<file path="src/rtl/mem_bus_pkg.sv">
// Shared types and helpers for the memory bus unit.
package mem_bus_pkg;

  // Access size encodings carried on req_size.
  localparam logic [1:0] SZ_BYTE  = 2'b00;
  localparam logic [1:0] SZ_HALF  = 2'b01;
  localparam logic [1:0] SZ_WORD  = 2'b10;
  localparam logic [1:0] SZ_DWORD = 2'b11;

  typedef enum logic [1:0] {
    StIdle,
    StAccess,
    StResp
  } state_e;

  // Unshifted byte-enable mask for an access size (8 lanes wide; callers truncate).
  function automatic logic [7:0] size_mask(input logic [1:0] size);
    logic [7:0] mask;
    unique case (size)
      SZ_BYTE:  mask = 8'h01;
      SZ_HALF:  mask = 8'h03;
      SZ_WORD:  mask = 8'h0f;
      default:  mask = 8'hff;
    endcase
    return mask;
  endfunction

  // Natural alignment check; doubleword is only legal on a 64-bit bus.
  function automatic logic is_aligned(input logic [1:0] size, input logic [2:0] addr_lo,
                                      input logic dword_ok);
    logic ok;
    unique case (size)
      SZ_BYTE:  ok = 1'b1;
      SZ_HALF:  ok = (addr_lo[0] == 1'b0);
      SZ_WORD:  ok = (addr_lo[1:0] == 2'b00);
      default:  ok = dword_ok && (addr_lo == 3'b000);
    endcase
    return ok;
  endfunction

endpackage

</file>
<file path="src/rtl/mem_lane_align.sv">
// Combinational lane steering: byte enables, write replication, read extraction/extension.
module mem_lane_align
  import mem_bus_pkg::*;
#(
  parameter int unsigned DATA_W = 32,
  parameter int unsigned BE_W   = DATA_W / 8,
  parameter int unsigned LANE_W = $clog2(BE_W)
) (
  input  logic [1:0]        size_i,
  input  logic [LANE_W-1:0] offset_i,
  input  logic              signed_i,
  input  logic [DATA_W-1:0] wdata_i,
  input  logic [DATA_W-1:0] rdata_i,
  output logic [BE_W-1:0]   be_o,
  output logic [DATA_W-1:0] wdata_o,
  output logic [DATA_W-1:0] rdata_o
);

  logic [DATA_W-1:0] shifted;

  // Byte enables: size mask moved up to the addressed lane.
  always_comb begin
    be_o = BE_W'(size_mask(size_i)) << offset_i;
  end

  // Write data: low bytes copied into every lane so any lane offset sees them.
  always_comb begin
    unique case (size_i)
      SZ_BYTE: wdata_o = {(BE_W){wdata_i[7:0]}};
      SZ_HALF: wdata_o = {(BE_W / 2){wdata_i[15:0]}};
      SZ_WORD: wdata_o = {(BE_W / 4){wdata_i[31:0]}};
      default: wdata_o = wdata_i;
    endcase
  end

  // Read data: addressed bytes brought down to bit 0, then sign- or zero-extended.
  always_comb begin
    shifted = rdata_i >> {offset_i, 3'b000};
    unique case (size_i)
      SZ_BYTE: rdata_o = {{(DATA_W - 8){signed_i & shifted[7]}}, shifted[7:0]};
      SZ_HALF: rdata_o = {{(DATA_W - 16){signed_i & shifted[15]}}, shifted[15:0]};
      SZ_WORD: rdata_o = DATA_W'(shifted[31:0]);
      default: rdata_o = shifted;
    endcase
  end

endmodule

</file>
<file path="src/rtl/mem_bus_unit.sv">
// Request/response memory bus unit: accepts one request, drives RAM strobes, returns a response.
module mem_bus_unit
  import mem_bus_pkg::*;
#(
  parameter int unsigned ADDR_W  = 32,
  parameter int unsigned DATA_W  = 32,
  parameter int unsigned TIMEOUT = 255
) (
  input  logic                clk,
  input  logic                rst,
  input  logic                req_valid,
  output logic                req_ready,
  input  logic                req_we,
  input  logic [1:0]          req_size,
  input  logic                req_signed,
  input  logic [ADDR_W-1:0]   req_addr,
  input  logic [DATA_W-1:0]   req_wdata,
  output logic                rsp_valid,
  output logic                rsp_err,
  output logic [DATA_W-1:0]   rsp_rdata,
  output logic                busy,
  output logic                mem_cs,
  output logic                mem_we,
  output logic                mem_oe,
  output logic [ADDR_W-1:0]   mem_addr,
  output logic [DATA_W/8-1:0] mem_be,
  output logic [DATA_W-1:0]   mem_wdata,
  input  logic [DATA_W-1:0]   mem_rdata,
  input  logic                mem_ready
);

  localparam int unsigned BE_W     = DATA_W / 8;
  localparam int unsigned LANE_W   = $clog2(BE_W);
  localparam int unsigned CNT_W    = (TIMEOUT > 0) ? $clog2(TIMEOUT + 1) : 1;
  localparam logic        DWORD_OK = (DATA_W == 64);

  state_e              state_q, state_d;
  logic [CNT_W-1:0]    cnt_q, cnt_d;
  logic                we_q, we_d;
  logic [1:0]          size_q, size_d;
  logic                signed_q, signed_d;
  logic [LANE_W-1:0]   off_q, off_d;

  logic                rsp_valid_q, rsp_valid_d;
  logic                rsp_err_q, rsp_err_d;
  logic [DATA_W-1:0]   rsp_rdata_q, rsp_rdata_d;
  logic                mem_cs_q, mem_cs_d;
  logic                mem_we_q, mem_we_d;
  logic                mem_oe_q, mem_oe_d;
  logic [ADDR_W-1:0]   mem_addr_q, mem_addr_d;
  logic [BE_W-1:0]     mem_be_q, mem_be_d;
  logic [DATA_W-1:0]   mem_wdata_q, mem_wdata_d;

  logic [1:0]          la_size;
  logic [LANE_W-1:0]   la_off;
  logic                la_signed;
  logic [BE_W-1:0]     la_be;
  logic [DATA_W-1:0]   la_wdata;
  logic [DATA_W-1:0]   la_rdata;

  // In IDLE the aligner sees the live request (for strobes); afterwards the latched one (for reads).
  always_comb begin
    if (state_q == StIdle) begin
      la_size   = req_size;
      la_off    = req_addr[LANE_W-1:0];
      la_signed = req_signed;
    end else begin
      la_size   = size_q;
      la_off    = off_q;
      la_signed = signed_q;
    end
  end

  mem_lane_align #(
    .DATA_W (DATA_W),
    .BE_W   (BE_W),
    .LANE_W (LANE_W)
  ) u_lane_align (
    .size_i   (la_size),
    .offset_i (la_off),
    .signed_i (la_signed),
    .wdata_i  (req_wdata),
    .rdata_i  (mem_rdata),
    .be_o     (la_be),
    .wdata_o  (la_wdata),
    .rdata_o  (la_rdata)
  );

  // Next-state and registered-output logic.
  always_comb begin
    state_d     = state_q;
    cnt_d       = cnt_q;
    we_d        = we_q;
    size_d      = size_q;
    signed_d    = signed_q;
    off_d       = off_q;
    rsp_valid_d = 1'b0;
    rsp_err_d   = 1'b0;
    rsp_rdata_d = '0;
    mem_cs_d    = mem_cs_q;
    mem_we_d    = mem_we_q;
    mem_oe_d    = mem_oe_q;
    mem_addr_d  = mem_addr_q;
    mem_be_d    = mem_be_q;
    mem_wdata_d = mem_wdata_q;

    unique case (state_q)
      StIdle: begin
        if (req_valid) begin
          we_d     = req_we;
          size_d   = req_size;
          signed_d = req_signed;
          off_d    = req_addr[LANE_W-1:0];
          if (is_aligned(req_size, req_addr[2:0], DWORD_OK)) begin
            state_d     = StAccess;
            cnt_d       = '0;
            mem_cs_d    = 1'b1;
            mem_we_d    = req_we;
            mem_oe_d    = ~req_we;
            mem_addr_d  = {req_addr[ADDR_W-1:LANE_W], {LANE_W{1'b0}}};
            mem_be_d    = la_be;
            mem_wdata_d = la_wdata;
          end else begin
            // Misaligned or unsupported size: answer with an error, never touch RAM.
            state_d     = StResp;
            rsp_valid_d = 1'b1;
            rsp_err_d   = 1'b1;
          end
        end
      end
      StAccess: begin
        if (mem_ready || ((TIMEOUT != 0) && (cnt_q == CNT_W'(TIMEOUT)))) begin
          // mem_ready in the timeout cycle still counts as success.
          state_d     = StResp;
          rsp_valid_d = 1'b1;
          rsp_err_d   = ~mem_ready;
          rsp_rdata_d = (mem_ready && !we_q) ? la_rdata : '0;
          mem_cs_d    = 1'b0;
          mem_we_d    = 1'b0;
          mem_oe_d    = 1'b0;
          mem_addr_d  = '0;
          mem_be_d    = '0;
          mem_wdata_d = '0;
        end else if (cnt_q != '1) begin
          cnt_d = cnt_q + CNT_W'(1);
        end
      end
      StResp: begin
        state_d = StIdle;
      end
      default: begin
        state_d = StIdle;
      end
    endcase
  end

  // State and output registers; reset clears every strobe and response immediately.
  always_ff @(posedge clk or negedge rst) begin
    if (!rst) begin
      state_q     <= StIdle;
      cnt_q       <= '0;
      we_q        <= 1'b0;
      size_q      <= SZ_BYTE;
      signed_q    <= 1'b0;
      off_q       <= '0;
      rsp_valid_q <= 1'b0;
      rsp_err_q   <= 1'b0;
      rsp_rdata_q <= '0;
      mem_cs_q    <= 1'b0;
      mem_we_q    <= 1'b0;
      mem_oe_q    <= 1'b0;
      mem_addr_q  <= '0;
      mem_be_q    <= '0;
      mem_wdata_q <= '0;
    end else begin
      state_q     <= state_d;
      cnt_q       <= cnt_d;
      we_q        <= we_d;
      size_q      <= size_d;
      signed_q    <= signed_d;
      off_q       <= off_d;
      rsp_valid_q <= rsp_valid_d;
      rsp_err_q   <= rsp_err_d;
      rsp_rdata_q <= rsp_rdata_d;
      mem_cs_q    <= mem_cs_d;
      mem_we_q    <= mem_we_d;
      mem_oe_q    <= mem_oe_d;
      mem_addr_q  <= mem_addr_d;
      mem_be_q    <= mem_be_d;
      mem_wdata_q <= mem_wdata_d;
    end
  end

  // req_ready is held low while reset is asserted.
  assign req_ready = (state_q == StIdle) && rst;
  assign busy      = (state_q != StIdle);

  assign rsp_valid = rsp_valid_q;
  assign rsp_err   = rsp_err_q;
  assign rsp_rdata = rsp_rdata_q;
  assign mem_cs    = mem_cs_q;
  assign mem_we    = mem_we_q;
  assign mem_oe    = mem_oe_q;
  assign mem_addr  = mem_addr_q;
  assign mem_be    = mem_be_q;
  assign mem_wdata = mem_wdata_q;

endmodule

</file>
<file path="config.mk">
export PLATFORM = sky130hd
export DESIGN_NAME = mem_bus_unit
export DESIGN_NICKNAME = d
export VERILOG_FILES = /design/src/rtl/mem_bus_pkg.sv /design/src/rtl/mem_lane_align.sv /design/src/rtl/mem_bus_unit.sv
export SDC_FILE = /design/constraint.sdc
export NUM_CORES = 1
export LEC_CHECK = 0
export CAP_MARGIN = 15
export CORE_MARGIN = 10
export CORE_UTILIZATION = 47
export CTS_CLUSTER_SIZE = 25
export DETAILED_ROUTE_END_ITERATION = 8
export GPL_TIMING_DRIVEN = 0
export MAX_ROUTING_LAYER = met4
export PLACE_DENSITY = 0.89
export SLEW_MARGIN = 20
export SYNTH_ARGS = -nofsm -noshare
export SYNTH_HDL_FRONTEND = slang
export SYNTH_SLANG_ARGS = --single-unit
export TNS_END_PERCENT = 100
</file>
<file path="constraint.sdc">
create_clock -name clk -period 5.6 [get_ports clk]
set_input_delay 0.84 -clock clk [delete_from_list [all_inputs] [get_ports clk]]
set_output_delay 0.84 -clock clk [all_outputs]
set_load 0.1 [all_outputs]
</file>
==> results.sh <==
export IMPL_postSynthAreaPerCell_um2=11.2
export IMPL_die_x_um=128
export IMPL_wl_per_cell_um=21.7
export IMPL_initial_core_util=0.478
export IMPL_worst_ep_arrival_time_ns=2.65
export IMPL_cellPowerDensity_mw_per_mm2=637
export IMPL_slowest_delay_ns=1.13
export IMPL_rows=39
export IMPL_fmax_ghz=0.286
export IMPL_hold_violations=0
export IMPL_yosys_top_cells_area="dfrtp_1 (55%), a22o_1 (6.9%), mux2i_1 (4.6%)"
export IMPL_postSynthCellCount=484
export IMPL_cts_setup_buffers=0
export IMPL_drive_above_1_share=0.116
export IMPL_path_max_fanout=59
export IMPL_drc=0
export IMPL_final_util=0.736
export IMPL_synth_top_cell_by_area="dfrtp_1"
export IMPL_peakVddDrop_mv=0.544
export IMPL_crit_slowest_cell="clkdlybuf4s50_1"
export IMPL_cts_repair_resized=0
export IMPL_hold_class="input port to async pin"
export IMPL_synth_cell_types=51
export IMPL_drt_wl_total_um=18800
export IMPL_worstPathCellList="buf_6 > and2_1 > clkdlybuf4s50_1"
export IMPL_clockBufferDepth=2
export IMPL_grt_pass1_wl_um=29500
export IMPL_setup_violations=0
export IMPL_ys_warn_count=0
export IMPL_fin_tns_setup_ns=0
export IMPL_grt_max_degree=63
export IMPL_cts_htree_levels=4
export IMPL_leakage_nw=3.68
export IMPL_cp_required_ns=4.76
export IMPL_slew_violations=0
export IMPL_cts_tree="yes"
export IMPL_layout_min_cycle_time_ns=3.49
export IMPL_dr_pass1_iters=5
export IMPL_clkTransAtPathRegs_ns=0.06
export IMPL_coreArea_mm2=0.0114
export IMPL_ys_seq_elements=119
export IMPL_cts_sinks=119
export IMPL_dpl_cell_count=837
export IMPL_r2r_start="cnt_q[0]$_DFFE_PN0P_"
export IMPL_detail_route_antenna_nets=0
export IMPL_cp_top_family="buffers and inverters"
export IMPL_outcome="complete, no violations"
export IMPL_synth_area_mm2=0.00543
export IMPL_gp_routability_congestion=0.948
export IMPL_synth_ff_type="dfrtp_1"
export IMPL_cts_hold_buf=0
export IMPL_drv_cap=0
export IMPL_startpoint="rst"
export IMPL_finClkSkew_ns=0.0137
export IMPL_syn_to_final_growth_pct=54.0
export IMPL_insertion_delay_ns=0.41
export IMPL_fin_hold_ws_ns=0.401
export IMPL_antenna_found_initial=0
export IMPL_startpoint_type="input port"
export IMPL_avgViaCountPerCell=5.77
export IMPL_worst_path_buf_inv=2
export IMPL_end_kind="output port"
export IMPL_relSlewSlack=0.300
export IMPL_rsz0062_at_grt="false"
export IMPL_cts_made_buffers=17
export IMPL_io_pins=211
export IMPL_ys_seq_area_frac=0.548
export IMPL_setup_worst_path_class="input port to output port"
export IMPL_die_y_um=128
export IMPL_synth_edf_count=0
export IMPL_port_buffers=208
export IMPL_synth_top_cell_area_share=0.548
export IMPL_grt_pass1_vias=5395
export IMPL_diodes=0
export IMPL_grt_remaining_overflow=0
export IMPL_tightest_slew_ns=1.05
export IMPL_nNetsFinal=818
export IMPL_via_count=5012
export IMPL_fillers=799
export IMPL_async_reset_ff_frac=1.00
export IMPL_finalNonFillerCells=869
export IMPL_min_period_over_period=0.624
export IMPL_die_area_mm2=0.0163
export IMPL_place_hpwl_um=13900
export IMPL_groute_usage_overall=0.234
export IMPL_first_iter_violations=567
export IMPL_cts_root_buf="clkbuf_16"
[flip-flops by register name (all words and copies together), names as in the netlist]
register and count:
mem_wdata 32, rsp_rdata 32, mem_addr 30, cnt_q 8, mem_be 4, off_q 2
size_q 2, state_q 2, mem_cs 1, mem_oe 1, mem_we 1, rsp_err 1
rsp_valid 1, signed_q 1, we_q 1
[worst paths after layout]
path                       depth (start not counted)                         to  slack (ns)
min reg2reg                                        2      mem_be[1]$_DFFE_PN0P_        0.48
min in group clk                                   2      mem_be[1]$_DFFE_PN0P_        0.48
min                                                1     rsp_rdata[5]$_DFF_PN0_        0.40
max in group asynchronous                          2  mem_wdata[20]$_DFFE_PN0P_        4.52
max                                                3                  req_ready        2.11
max reg2reg                                        8   mem_wdata[8]$_DFFE_PN0P_        3.23
[logic make-up (layout without fill, tap and decap cells)]
logic type	count (synthesis)	after routing	share of synthesized area
adder cells (fa/ha/maj)	1	1	0.00230
AND/OR/NAND/NOR	121	121	0.103
AO/OA/AOI/OAI	150	150	0.202
multiplexers	47	47	0.0965
XOR/XNOR	5	5	0.00806
other	1	2	0.000690
buffers and inverters	40	281	0.0392
flip-flops	119	119	0.548
[power breakdown]
group / internal, mW / switching (mW) / total [mW]
Combinational: 0.742 / 2.18 / 2.92
Clock: 0.759 / 0.406 / 1.17
Sequential: 1.09 / 0.151 / 1.24
Total: 2.59 / 2.74 / 5.33
[worst reg2reg max path, stage by stage (launching register included)]
cell and delay (ns):
dfrtp_1 0.41, ha_1 0.26, nand3_1 0.15, o21ai_0 0.12, a22oi_1 0.60, buf_2 0.35
buf_4 0.22, nand2_1 0.08, o21ai_0 0.08
[synthesized netlist by cell type, types with 2 or more instances]
| cell type | number |
|---|---|
| dfrtp_1 | 119 |
| nand2_1 | 61 |
| a22o_1 | 43 |
| o21ai_0 | 27 |
| mux2i_1 | 25 |
| a21oi_1 | 20 |
| mux2_2 | 19 |
| nor2_1 | 17 |
| clkbuf_1 | 16 |
| a211oi_1 | 15 |
| nand3_1 | 13 |
| buf_2 | 12 |
| a221oi_1 | 8 |
| and3_1 | 8 |
| o31ai_1 | 8 |
| a2bb2oi_1 | 7 |
| buf_4 | 6 |
| o21ai_1 | 6 |
| and2_1 | 4 |
| nand2b_1 | 4 |
| buf_6 | 3 |
| nand4_1 | 3 |
| o211ai_1 | 3 |
| xor2_1 | 3 |
| inv_1 | 2 |
| mux2i_4 | 2 |
| nor3_1 | 2 |
| o21a_1 | 2 |
| o22ai_1 | 2 |
| or3_1 | 2 |
| xnor2_1 | 2 |
[final cells by class]
type                    instances  area, um2  share of cell area
clock inverters                14        200              0.0239
repair buffers                209       2110               0.252
inverters                       3       13.8             0.00165
flip-flops and latches        119       2980               0.356
well taps                     143        179              0.0214
multi-input cells             326       2240               0.268
plain buffers                  37        199              0.0238
clock buffers                  18        439              0.0525
[stage by stage]
step	worst slack [ns]	cell area, um2	power, mW
finish	2.11	8360	5.33
global route	1.99	8360	5.51
CTS	2.08	8360	5.35
detailed placement	2.09	7720	4.16
global placement	-1.92	7700	4.11
floorplan	3.19	5440	3.38
[per-layer routing]
layer / global-route usage / share of wire / vias to the layer above
met1: 0.266 / 0.39 / 2426
met3: 0.0840 / 0.10 / 49
met2: 0.369 / 0.48 / 301
met5: - / 0 / -
li1: - / - / 2236
met4: 0.0924 / 0.026 / 0
[cell usage in the layout (no fill, tap or decap), drive strengths merged, types with 2 or more instances in the layout]
cell,n
and2,6
clkinv,6
nor3,2
or3,2
conb,2
dfrtp,119
xor2,3
o22ai,2
nand3,13
bufinv,4
clkbuf,34
nor2,18
a221oi,8
a211oi,15
a2bb2oi,7
clkinvlp,3
inv,4
buf,23
o21ai,34
nand4,3
o21a,2
a21oi,20
clkdlybuf4s50,207
xnor2,2
nand2b,4
mux2,20
o31ai,8
nand2,61
a22o,43
o211ai,4
o211a,2
mux2i,27
and3,8
Note: power is estimated with default switching activity, not from simulation.
